--- src/rtl/pcileech_rx_packer_pkg.sv ---
// rtl/pcileech_rx_packer_pkg.sv - shared types and helpers for the FT245 RX byte-to-dword packer
//
// Purpose: types shared by the packer top and its 2-entry output buffer.
//   PACK_PAD_BYTE  filler used for the missing bytes of a flushed dword
//   pk_dword_t     32-bit little-endian dword
//   pk_entry_t     buffered dword plus its "flushed, not filled" flag
//   pk_state_t     packer FSM states
//   pk_pad()       pads byte positions idx..3 of a partial dword
package pcileech_rx_packer_pkg;

  localparam logic [7:0] PACK_PAD_BYTE = 8'hFF;

  typedef logic [31:0] pk_dword_t;

  typedef struct packed {
    pk_dword_t data;
    logic      partial;
  } pk_entry_t;

  typedef enum logic [1:0] {
    PK_IDLE       = 2'd0,
    PK_FILL       = 2'd1,
    PK_FLUSH_PEND = 2'd2
  } pk_state_t;

  // Bytes below idx were collected; everything from idx upwards is padding.
  function automatic pk_dword_t pk_pad(input logic [23:0] coll, input logic [1:0] idx);
    pk_dword_t w;
    w = {PACK_PAD_BYTE, coll};
    for (int k = 0; k < 4; k++) begin
      if (k >= int'(idx)) w[8*k +: 8] = PACK_PAD_BYTE;
    end
    return w;
  endfunction

endpackage

--- src/rtl/pcileech_rx_packer_skid2.sv ---
// rtl/pcileech_rx_packer_skid2.sv - 2-entry in-order buffer for finished packer dwords
//
// Purpose: holds up to two pk_entry_t words between the packer and the com RX FIFO.
// Ports:
//   clk, rst_n   clock, synchronous active-low reset
//   push         write push_entry (ignored while full; the packer never pushes when full)
//   push_entry   entry to store
//   pop_ready    sink ready; pops the head when out_valid is also high
//   head         oldest entry
//   out_valid    buffer not empty
//   cnt          number of stored entries (0..2)
module pcileech_rx_packer_skid2
  import pcileech_rx_packer_pkg::*;
(
  input  logic       clk,
  input  logic       rst_n,
  input  logic       push,
  input  pk_entry_t  push_entry,
  input  logic       pop_ready,
  output pk_entry_t  head,
  output logic       out_valid,
  output logic [1:0] cnt
);

  pk_entry_t mem [2];
  logic      wr_ptr;
  logic      rd_ptr;
  logic      do_push;
  logic      do_pop;

  assign out_valid = (cnt != 2'd0);
  assign do_pop    = out_valid & pop_ready;
  // Fullness is judged on the registered count only, so a same-cycle pop
  // never lets a third word in; this keeps in_ready free of out_ready.
  assign do_push   = push & (cnt != 2'd2);
  assign head      = mem[rd_ptr];

  always_ff @(posedge clk) begin
    if (!rst_n) begin
      mem[0] <= '0;
      mem[1] <= '0;
      wr_ptr <= 1'b0;
      rd_ptr <= 1'b0;
      cnt    <= 2'd0;
    end else begin
      if (do_push) begin
        mem[wr_ptr] <= push_entry;
        wr_ptr      <= ~wr_ptr;
      end
      if (do_pop) rd_ptr <= ~rd_ptr;
      case ({do_push, do_pop})
        2'b10:   cnt <= cnt + 2'd1;
        2'b01:   cnt <= cnt - 2'd1;
        default: cnt <= cnt;
      endcase
    end
  end

endmodule

--- src/rtl/pcileech_ft245_rx_packer.sv ---
// rtl/pcileech_ft245_rx_packer.sv - packs the FT245 RX byte stream into little-endian dwords
//
// Purpose: collects bytes from the FT245 pad controller into 32-bit dwords
//   (byte k in bits [8k+7:8k]) and hands them to the com RX FIFO through a
//   2-entry buffer.
// Optional feature: PCILEECH_RX_PACKER_FLUSH_EN enables the idle-timeout flush
//   of a partial dword (missing bytes 8'hFF, out_partial=1).
// Ports:
//   clk, rst_n                 clock, synchronous active-low reset
//   in_data/in_valid/in_ready  byte stream in
//   out_data/out_partial/
//   out_valid/out_ready        dword stream out
//   stat_words_out             dwords delivered, wraps
//   stat_flush_cnt             flushes performed, saturates
module pcileech_ft245_rx_packer
  import pcileech_rx_packer_pkg::*;
#(
  parameter int TIMEOUT_CYCLES = 1024,
  parameter int STAT_FLUSH_W   = 16
) (
  input  logic                    clk,
  input  logic                    rst_n,
  input  logic [7:0]              in_data,
  input  logic                    in_valid,
  output logic                    in_ready,
  output logic [31:0]             out_data,
  output logic                    out_partial,
  output logic                    out_valid,
  input  logic                    out_ready,
  output logic [31:0]             stat_words_out,
  output logic [STAT_FLUSH_W-1:0] stat_flush_cnt
);

  logic [23:0] coll;
  logic [1:0]  idx;
  logic [1:0]  cnt;
  pk_state_t   state;
  pk_state_t   state_nxt;
  logic        accept;
  logic        push;
  logic        flush_push;
  logic        timeout;
  pk_entry_t   push_entry;
  pk_entry_t   head;

  // Registers only: the 4th byte needs a free buffer slot, and nothing enters
  // while a flush word is waiting for room.
  assign in_ready = rst_n & (state != PK_FLUSH_PEND) & ((idx != 2'd3) | (cnt < 2'd2));
  assign accept   = in_valid & in_ready;

  always_comb begin
    state_nxt  = state;
    push       = 1'b0;
    flush_push = 1'b0;
    push_entry = '{data: {in_data, coll}, partial: 1'b0};
    case (state)
      PK_IDLE: begin
        if (accept) state_nxt = PK_FILL;
      end
      PK_FILL: begin
        if (accept && idx == 2'd3) begin
          push      = 1'b1;
          state_nxt = PK_IDLE;
        end
`ifdef PCILEECH_RX_PACKER_FLUSH_EN
        // A byte arriving in the timeout cycle wins over the flush.
        else if (timeout && !accept) begin
          if (cnt < 2'd2) flush_push = 1'b1;
          else            state_nxt  = PK_FLUSH_PEND;
        end
`endif
      end
`ifdef PCILEECH_RX_PACKER_FLUSH_EN
      PK_FLUSH_PEND: begin
        if (cnt < 2'd2) flush_push = 1'b1;
      end
`endif
      default: state_nxt = PK_IDLE;
    endcase
    if (flush_push) begin
      push       = 1'b1;
      push_entry = '{data: pk_pad(coll, idx), partial: 1'b1};
      state_nxt  = PK_IDLE;
    end
  end

  always_ff @(posedge clk) begin
    if (!rst_n) begin
      state <= PK_IDLE;
      coll  <= '0;
      idx   <= 2'd0;
    end else begin
      state <= state_nxt;
      if (flush_push) begin
        idx <= 2'd0;
      end else if (accept) begin
        // The 4th byte goes straight into the pushed word, not the collector.
        case (idx)
          2'd0:    coll[7:0]   <= in_data;
          2'd1:    coll[15:8]  <= in_data;
          2'd2:    coll[23:16] <= in_data;
          default: coll        <= coll;
        endcase
        idx <= idx + 2'd1;
      end
    end
  end

  pcileech_rx_packer_skid2 u_skid2 (
    .clk        (clk),
    .rst_n      (rst_n),
    .push       (push),
    .push_entry (push_entry),
    .pop_ready  (out_ready),
    .head       (head),
    .out_valid  (out_valid),
    .cnt        (cnt)
  );

  assign out_data = head.data;

  always_ff @(posedge clk) begin
    if (!rst_n)                     stat_words_out <= 32'd0;
    else if (out_valid & out_ready) stat_words_out <= stat_words_out + 32'd1;
  end

`ifdef PCILEECH_RX_PACKER_FLUSH_EN
  localparam int IW = $clog2(TIMEOUT_CYCLES + 1);

  logic [IW-1:0] idle_cnt;

  // Holds at the timeout value while a flush waits in FLUSH_PEND.
  always_ff @(posedge clk) begin
    if (!rst_n || accept || idx == 2'd0)            idle_cnt <= '0;
    else if (idle_cnt != TIMEOUT_CYCLES[IW-1:0])    idle_cnt <= idle_cnt + 1'b1;
  end

  assign timeout = (idx != 2'd0) && (idle_cnt == TIMEOUT_CYCLES[IW-1:0]);

  always_ff @(posedge clk) begin
    if (!rst_n)                               stat_flush_cnt <= '0;
    else if (flush_push && ~&stat_flush_cnt)  stat_flush_cnt <= stat_flush_cnt + 1'b1;
  end

  assign out_partial = head.partial;
`else
  logic unused_cfg;

  assign timeout        = 1'b0;
  assign out_partial    = 1'b0;
  assign stat_flush_cnt = '0;
  assign unused_cfg     = head.partial ^ TIMEOUT_CYCLES[0] ^ timeout;
`endif

endmodule

--- config.mk ---
export PLATFORM = sky130hd
export DESIGN_NAME = pcileech_ft245_rx_packer
export DESIGN_NICKNAME = d
export VERILOG_FILES = /design/src/rtl/pcileech_rx_packer_pkg.sv /design/src/rtl/pcileech_rx_packer_skid2.sv /design/src/rtl/pcileech_ft245_rx_packer.sv
export SDC_FILE = /design/constraint.sdc
export NUM_CORES = 1
export LEC_CHECK = 0
export ABC_AREA = 1
export BUFFER_PORTS_ARGS = -buffer_cell sky130_fd_sc_hd__buf_2
export CORE_MARGIN = 2
export CORE_UTILIZATION = 60
export CTS_CLUSTER_SIZE = 24
export DETAILED_ROUTE_END_ITERATION = 8
export PLACE_DENSITY = 0.88
export SKIP_LAST_GASP = 1
export SYNTH_ARGS = -nofsm -noshare
export SYNTH_HDL_FRONTEND = slang
export SYNTH_HIERARCHICAL = 1
export SYNTH_SLANG_ARGS = --single-unit
--- constraint.sdc ---
create_clock -name clk -period 4.9 [get_ports clk]
set_clock_uncertainty 0.05 [all_clocks]
set_input_delay 0.245 -clock clk [delete_from_list [all_inputs] [get_ports clk]]
set_output_delay 0.245 -clock clk [all_outputs]
set_load 0.05 [all_outputs]
== Yosys cells after proc, flatten, opt, wreduce, memory -nomap -nowiden ==
Memories as Yosys holds them, arrays and structs flattened. A register that Yosys moved wholly into a read port is not among the register bits.
Cells that the tools add are included.

* $add $sub $neg: 4
* Order comparisons: 1
* Equal/unequal tests: 11
* Muxes and demuxes: 15
* Bitwise gates (word level): 8
* Reductions and logical operators: 10

{| class="wikitable"
|+ Operator list
! cell !! number
|-
| 32-bit by 1-bit adder with 32-bit output (second input constant) || 1
|-
| 32-bit 2-to-1 mux || 1
|-
| 32-bit OR reduction || 1
|-
| 1-bit 2-to-1 mux || 10
|-
| 2-bit != test (second input constant) || 5
|-
| 2-bit case mux with 2 select lines || 2
|-
| 2-bit AND reduction || 4
|-
| 2-bit by 1-bit == test with 1-bit output (second input constant) || 3
|-
| 2-bit == test (second input constant) || 3
|-
| 1-bit bitwise AND || 5
|-
| 2-bit by 1-bit adder with 2-bit output (second input constant) || 2
|-
| 2-bit logical NOT || 2
|-
| 2-bit 2-to-1 mux || 2
|-
| 2-bit nonzero test || 2
|-
| 2-bit less-than comparator (second input constant) || 1
|-
| 1-bit inverter || 2
|-
| 2-bit by 1-bit subtractor with 2-bit output (second input constant) || 1
|-
| 1-bit logical AND || 1
|-
| 1-bit OR || 1
|}

* Register bits: 64
* Bits in writable memories: 64
* Input bits: 12
* Output and inout bits: 83
* Logic and storage cells: 59
* Memories kept: 1

{| class="wikitable"
|+ Memory list
! name !! depth !! width !! rd ports !! clocked after Yosys merged registers in !! write ports !! RTL line !! RTL
|-
| u_skid2.mem || 2 || 32 || 1 || 1 || 2 || pcileech_rx_packer_skid2.sv:25 || <nowiki>pk_entry_t mem [2];</nowiki>
|}

== Depth between registers and ports, before layout ==
Gate-level depths: netlist (run 1).

* Depth in word-level cells: 13
* Gate-level depth with buffers: 13
* Mapped depth without buffers: 12

== Modules after synthesis ==
Netlist (run 1), hierarchy kept.

{| class="wikitable"
|+ Modules (own cells, without submodules)
! module !! times used !! cells each !! area an instance (um^2) !! sequential area each (um^2)
|-
| pcileech_rx_packer_skid2 || 1 || 246 || 3160.5 || 2082.0
|-
| pcileech_ft245_rx_packer || 1 || 423 || 2962.8 || 1181.1
|}

== Worst setup path before layout (run 1) ==
Ideal clock, no wire load.

* Kind: reg2reg
* Start point: register idx[0]
* End point: memory u_skid2/mem[0][0] (netlist bit), enable pin
* Library setup time: 0.391 ns
* Arrival time: 2.489 ns
* Required time: 4.459 ns
* Slack: 1.971 ns
* Stages on the path, launching flop included: 9
* Path buffers: 1
* Period minus slack after synthesis: 2.929 ns
* Cell sequence: dfxtp_1 > ha_1 > a21oi_4 > nand2_4 > nor2_1 > a21boi_4 > nand3_4 > buf_6 > nand2_1

{| class="wikitable"
|+ RTL lines
! item !! RTL line !! RTL
|-
| start, declared || pcileech_ft245_rx_packer.sv:35 || <nowiki>logic [1:0] idx;</nowiki>
|-
| start signal, assigned || pcileech_ft245_rx_packer.sv:104 || <nowiki>idx <= idx + 2'd1;</nowiki>
|-
| end, declared || pcileech_rx_packer_skid2.sv:25 ||
|}

==> results of run 1 <==
worst max-delay path by stage:
stage	slack, ps	end	startpoint
finish	1720	u_skid2/mem[0][27]	idx[0]
floorplan	1990	u_skid2/mem[0][10]	idx[0]
global route	1510	u_skid2/mem[0][13]	idx[0]
CTS	1680	u_skid2/mem[0][27]	idx[0]
detailed placement	1710	u_skid2/mem[0][17]	idx[0]
global placement	1920	u_skid2/mem[0][28]	idx[0]
worst min-delay path: cells and delay by family:
kind | cells | cell delay, ps
AO/OA/AOI/OAI | 1 | 70
buffers and inverters | 1 | 130
AND/OR/NAND/NOR | 1 | 80
report_power, final:
group	leakage (nW)	internal (mW)	switching (mW)
registers	1.18	1.15	0.00985
logic	1.32	0.0359	0.133
clock network	0.298	0.875	0.470
total	2.79	2.06	0.613
placed cells by master, fill, tap and decap left out, types with 4 or more instances in the layout:
master         count
a21oi_1           39
buf_2             77
buf_4              4
bufinv_16          5
clkbuf_16         16
conb_1            17
dfxtp_1           64
dlygate4sd3_1      5
edfxtp_1          64
ha_1               6
inv_1             85
mux2_2            32
nand2_1          103
nand2_2            6
nand3_1           41
nand4_1           11
nor2_1            92
nor2_2            32
nor2_4             5
nor3_1             4
o21ai_0           17
per-layer routing:
metal	GRT usage, %	routed length [um]
met4	8.30	287
met5	0	0
met2	46.1	7080
met1	27.7	4900
met3	5.26	805
sequential cells by signal (all words and copies together) (netlist names), named ones only:
name and count:
idx 2, u_skid2/wr_ptr 1, coll 24, stat_words_out 32, u_skid2/rd_ptr 1, u_skid2/mem 64, u_skid2/cnt 2, state 1
through the flow:
| step | worst slack, ps | util (%) |
|---|---|---|
| finish | 1720 | 72.4 |
| global route | 1510 | 72.4 |
| detailed placement | 1710 | 65.4 |
| floorplan | 1990 | - |
| global placement | 1920 | 65.4 |
| CTS | 1680 | 72.4 |
area by class of cell:
type / count / area (sq um) / share of cell area [%]
clock inverters: 14 / 213 / 3.01
inverters: 90 / 345 / 4.88
repair buffers: 86 / 465 / 6.58
well taps: 133 / 166 / 2.35
multi-input cells: 422 / 2270 / 32.0
flip-flops and latches: 128 / 3200 / 45.3
clock buffers: 17 / 414 / 5.86
==> flow_metrics.py, run 1 <==
metrics = {
    "place": {
        "port_buffers": 77,
        "placed_cells": 854,
        "gp_congestion": 0.857,
        "dp_hpwl_um": 8560,
        "post_dp_cell_area_sq_um": 6400,
    },
    "worst_setup_path": {
        "r2r_end": "u_skid2/mem[0][27]",
        "timing.rr.start": "idx[0]",
        "crit_slowest_cell": "nand2_1",
        "cp_num_cells": 8,
        "ff2ff_path_depth": 8,
        "crit_path_cell_trace": "ha_1, a21oi_4, nand2_4, nor2_1, a21boi_4, nand3_4, nand2_1, buf_4",
        "path_buf_inv": 1,
        "critPathRequiredTime_ps": 5060,
        "path_delay_family": "simple AND/OR/NAND/NOR gates",
        "endpoint_kind": "flip-flop",
        "critPathLaunchType": "flip-flop",
        "crit_arrival_ps": 3340,
        "crit_fanout": 34,
        "reg2reg_slack_ps": 1720,
        "slowest_delay_ps": 700,
        "worstSetupPathType": "flip-flop to flip-flop",
    },
    "min_path": {
        "hold-path-cell-count": 3,
        "worstHoldEndpoint": "coll[23]",
        "hold_path.class": "input port to flip-flop",
        "hold_path_startpoint": "in_data[7]",
    },
    "die": {
        "rows": 36,
        "die_w_um": 104,
        "die_h_um": 104,
        "die-area_sq_um": 10900,
        "initial_core_util_pct": 61.8,
        "core_area_sq_um": 9770,
        "ios": 95,
    },
    "clock_tree": {
        "cts-root-buf": "clkbuf_8",
        "cts_buffers": 17,
        "cts_max_level": 4,
        "cts_tree": "built",
        "post_cts_resized": 0,
        "cts.reportedPaths.clkPinSlew_ps": 60,
        "hold_buffers": 5,
        "cts.sinks": 128,
        "cts_max_path_buffers": 2,
        "clk_latency_ps": 530,
        "post_cts_buffers": 0,
    },
    "finish": {
        "nets": 763,
        "fin_cells": 890,
        "finish.instance_area_sq_um": 7070,
        "drive_gt1_share_pct": 26.0,
        "diodes": 0,
        "area_growth_pct": 17.1,
        "n_fill_cell": 715,
    },
    "power_and_ir_drop": {
        "fin_total_pwr_mw": 2.67,
        "ir_drop_mv": 0.217,
        "leakagePower_nw": 2.79,
        "power_per_cell_area_nw_per_um2": 378,
    },
    "routing": {
        "drt_wl_total_um": 13100,
        "viasPerCell": 5.30,
        "drc": 0,
        "ant_nets": 0,
        "num_vias": 4715,
        "drtIter0Drc": 280,
        "dr.pass1.iters": 5,
        "routedWlPerCell_um": 14.7,
    },
    "global_routing": {
        "grt_pass1_vias": 4578,
        "grt_usage_pct": 24.7,
        "antenna_found_initial": 0,
        "grt_overflow": 0,
        "grt_max_degree": 36,
        "grt_pass1_wl_um": 21500,
    },
    "timing": {
        "hold_ws_ps": 3.83,
        "worst_pin_slew_ps": 683,
        "hold_viol": 0,
        "finalSetupViolCount": 0,
        "setup_tns_ps": 0,
        "rsz0062_at_grt": "no",
        "min_period_over_period_pct": 64.8,
        "slew_violations": 0,
        "fmax_mhz": 315,
        "relSlewSlack_pct": 54.3,
        "min_period_ps": 3180,
    },
    "synthesis": {
        "synth_area_sq_um": 6040,
        "ys_warn_count": 6,
        "netlist_instances": 663,
        "syn_area_per_cell_sq_um": 9.11,
    },
    "flow_run": {
        "max_cap_violations": 0,
    },
    "outcome": {
        "status": "finished clean",
    },
}
Note: power is estimated with default switching activity, not from simulation.
==> run 2: changes to the inputs <==
--- a/config.mk
+++ b/config.mk
@@ -8,10 +8,10 @@
 export ABC_AREA = 1
 export BUFFER_PORTS_ARGS = -buffer_cell sky130_fd_sc_hd__buf_2
 export CORE_MARGIN = 2
-export CORE_UTILIZATION = 60
+export CORE_UTILIZATION = 57
 export CTS_CLUSTER_SIZE = 24
 export DETAILED_ROUTE_END_ITERATION = 8
-export PLACE_DENSITY = 0.88
+export PLACE_DENSITY = 0.84
 export SKIP_LAST_GASP = 1
 export SYNTH_ARGS = -nofsm -noshare
 export SYNTH_HDL_FRONTEND = slang
==> constraint.sdc (replaced) <==
create_clock -name clk -period 3 [get_ports clk]
set_clock_uncertainty 0.05 [all_clocks]
set_input_delay 0.15 -clock clk [delete_from_list [all_inputs] [get_ports clk]]
set_output_delay 0.15 -clock clk [all_outputs]
set_load 0.05 [all_outputs]
==> run 2 against run 1 <==
Effect of this change: clock power rose by 30%; fmax rose by 34%; core utilization fell by 4.1 points; sequential cell count did not move; register-to-register slack got worse by 1100 ps; cell area fell by 0.42%; via count fell by 0.34%; die area rose by 5.1%; largest cell class unchanged; largest power group is now registers.
==> flow_metrics.py, run 2 (synthesis gave the netlist of run 1 again) <==
metrics = {
    "clock_tree": {
        "cts_max_level": 4,
        "cts_tree": "built",
        "cts_max_path_buffers": 2,
        "clk_latency_ps": 510,
        "cts-root-buf": "clkbuf_8",
        "cts_buffers": 17,
        "cts.reportedPaths.clkPinSlew_ps": 60,
        "cts.sinks": 128,
        "post_cts_resized": 0,
    },
    "die": {
        "core_area_sq_um": 10300,
        "die-area_sq_um": 11400,
        "initial_core_util_pct": 58.5,
        "rows": 37,
        "ios": 95,
        "die_h_um": 107,
        "die_w_um": 107,
    },
    "power_and_ir_drop": {
        "power_per_cell_area_nw_per_um2": 558,
        "power_frac_seq_pct": 48.1,
        "leakagePower_nw": 2.78,
        "p_int_mw": 2.94,
        "p_sw_mw": 0.986,
        "combPwrFrac_pct": 7.2,
        "ir_drop_mv": 0.343,
        "sw_frac_of_total_pct": 25.1,
        "clkPwrFrac_pct": 44.7,
    },
    "timing": {
        "hold_viol": 0,
        "finalSetupViolCount": 0,
        "rsz0062_at_grt": "no",
        "slew_violations": 0,
        "fmax_mhz": 423,
        "setup_tns_ps": 0,
        "min_period_ps": 2370,
        "min_period_over_period_pct": 78.9,
    },
    "finish": {
        "mostFrequentLayoutCells": "nand2_1 (103), nor2_1 (92), inv_1 (85)",
        "nets": 772,
        "diodes": 0,
        "area_growth_pct": 16.6,
        "drive_gt1_share_pct": 26.0,
        "finish.instance_area_sq_um": 7040,
        "largest_reg_flops": 64,
        "reg_top3": "u_skid2/mem (64), stat_words_out (32), coll (24)",
        "regMostFlops": "u_skid2/mem",
        "final_common_cell": "nand2_1",
    },
    "worst_setup_path": {
        "reg2reg_slack_ps": 630,
        "critPathLaunchType": "flip-flop",
        "crit_fanout": 32,
        "worstSetupPathType": "flip-flop to flip-flop",
        "endpoint_kind": "flip-flop",
        "crit_arrival_ps": 2470,
        "critPathRequiredTime_ps": 3100,
        "timing.rr.start": "idx[0]",
        "cp-endpoint": "u_skid2/mem[1][10]",
        "r2r_end": "u_skid2/mem[1][10]",
        "ff2ff_path_depth": 8,
        "crit_start": "idx[0]",
    },
    "min_path": {
        "hold_path.class": "flip-flop to flip-flop",
    },
    "routing": {
        "dr.pass1.iters": 4,
        "routedWlPerCell_um": 14.2,
        "drt_wl_total_um": 12800,
        "drc": 0,
        "drtIter0Drc": 210,
        "ant_nets": 0,
        "num_vias": 4699,
        "viasPerCell": 5.21,
    },
    "global_routing": {
        "grt_usage_pct": 23.3,
        "antenna_found_initial": 0,
        "grt_pass1_wl_um": 20800,
        "grt_overflow": 0,
        "grt_pass1_vias": 4636,
        "grt_max_degree": 36,
    },
    "place": {
        "dp_hpwl_um": 8280,
        "gp_congestion": 0.848,
        "post_dp_cell_area_sq_um": 6410,
        "port_buffers": 77,
    },
    "outcome": {
        "status": "finished clean",
    },
    "flow_run": {
        "max_cap_violations": 0,
    },
}
## run 2: cell count changes in the layout (fill, tap and decap cells not counted), sizes merged
cell and delta:
dlygate4sd3 +7, bufinv -5, clkinv +5, buf +2, clkinvlp +1, inv -1
## run 2: metrics by stage
stage	hold slack (ps)	std cells	power, mW	worst slack, ps	util [%]
2_1_floorplan	264	679	2.15	93.2	-
3_5_place_dp	406	859	2.19	701	62.1
5_1_grt	433	902	4.06	578	68.2
6_report	414	902	3.93	634	68.2
4_1_cts	415	902	3.95	690	68.2
3_3_place_gp	395	859	2.18	858	62.1
## run 2: layout make-up
cell class,instances,area [sq um]
Fill cell,793,3280
Sequential cell,128,3200
Clock inverter,14,93.8
Tap cell,136,170
Inverter,90,345
Timing Repair Buffer,95,551
Multi-Input combinational cell,422,2270
Clock buffer,17,414
## run 2: how the worst min path moves through the flow
stage	from	to	slack [ps]	cells after the start
after floorplan	in_data[0]	coll[0]	260	2
after global placement	state[0]	state[0]	400	2
after detailed placement	coll[22]	coll[22]	410	2
after CTS	coll[22]	coll[22]	410	2
after global routing	coll[22]	coll[22]	430	2
final	coll[16]	coll[16]	410	2
## run 2: power groups by stage
stage               clock network (mW)  registers, mW  logic, mW
finish                            1.76           1.89      0.284
global route                      1.87           1.89      0.300
CTS                               1.78           1.89      0.283
detailed placement                   0           1.93      0.268
global placement                     0           1.92      0.262
floorplan                            0           1.92      0.229
## run 2: per-layer routing
layer	GRT usage, %	wire [um]	vias to the layer above
met2	42.6	6660	140
li1	-	-	2298
met4	9.55	269	0
met3	5.35	711	26
met1	26.1	5140	2235
met5	0	0	-
## run 2: timing repair
action,CTS,global route
buffers inserted,0,0
hold endpoints to repair,39,0
hold buffers,12,0
## run 2: critical path: stages (launching register included)
cell and delay, ps:
dfxtp_1 330, ha_1 260, a21oi_4 180, nand2_4 100, nor2_1 190, a21boi_4 310
nand3_4 90, nand2_1 70, buf_4 410
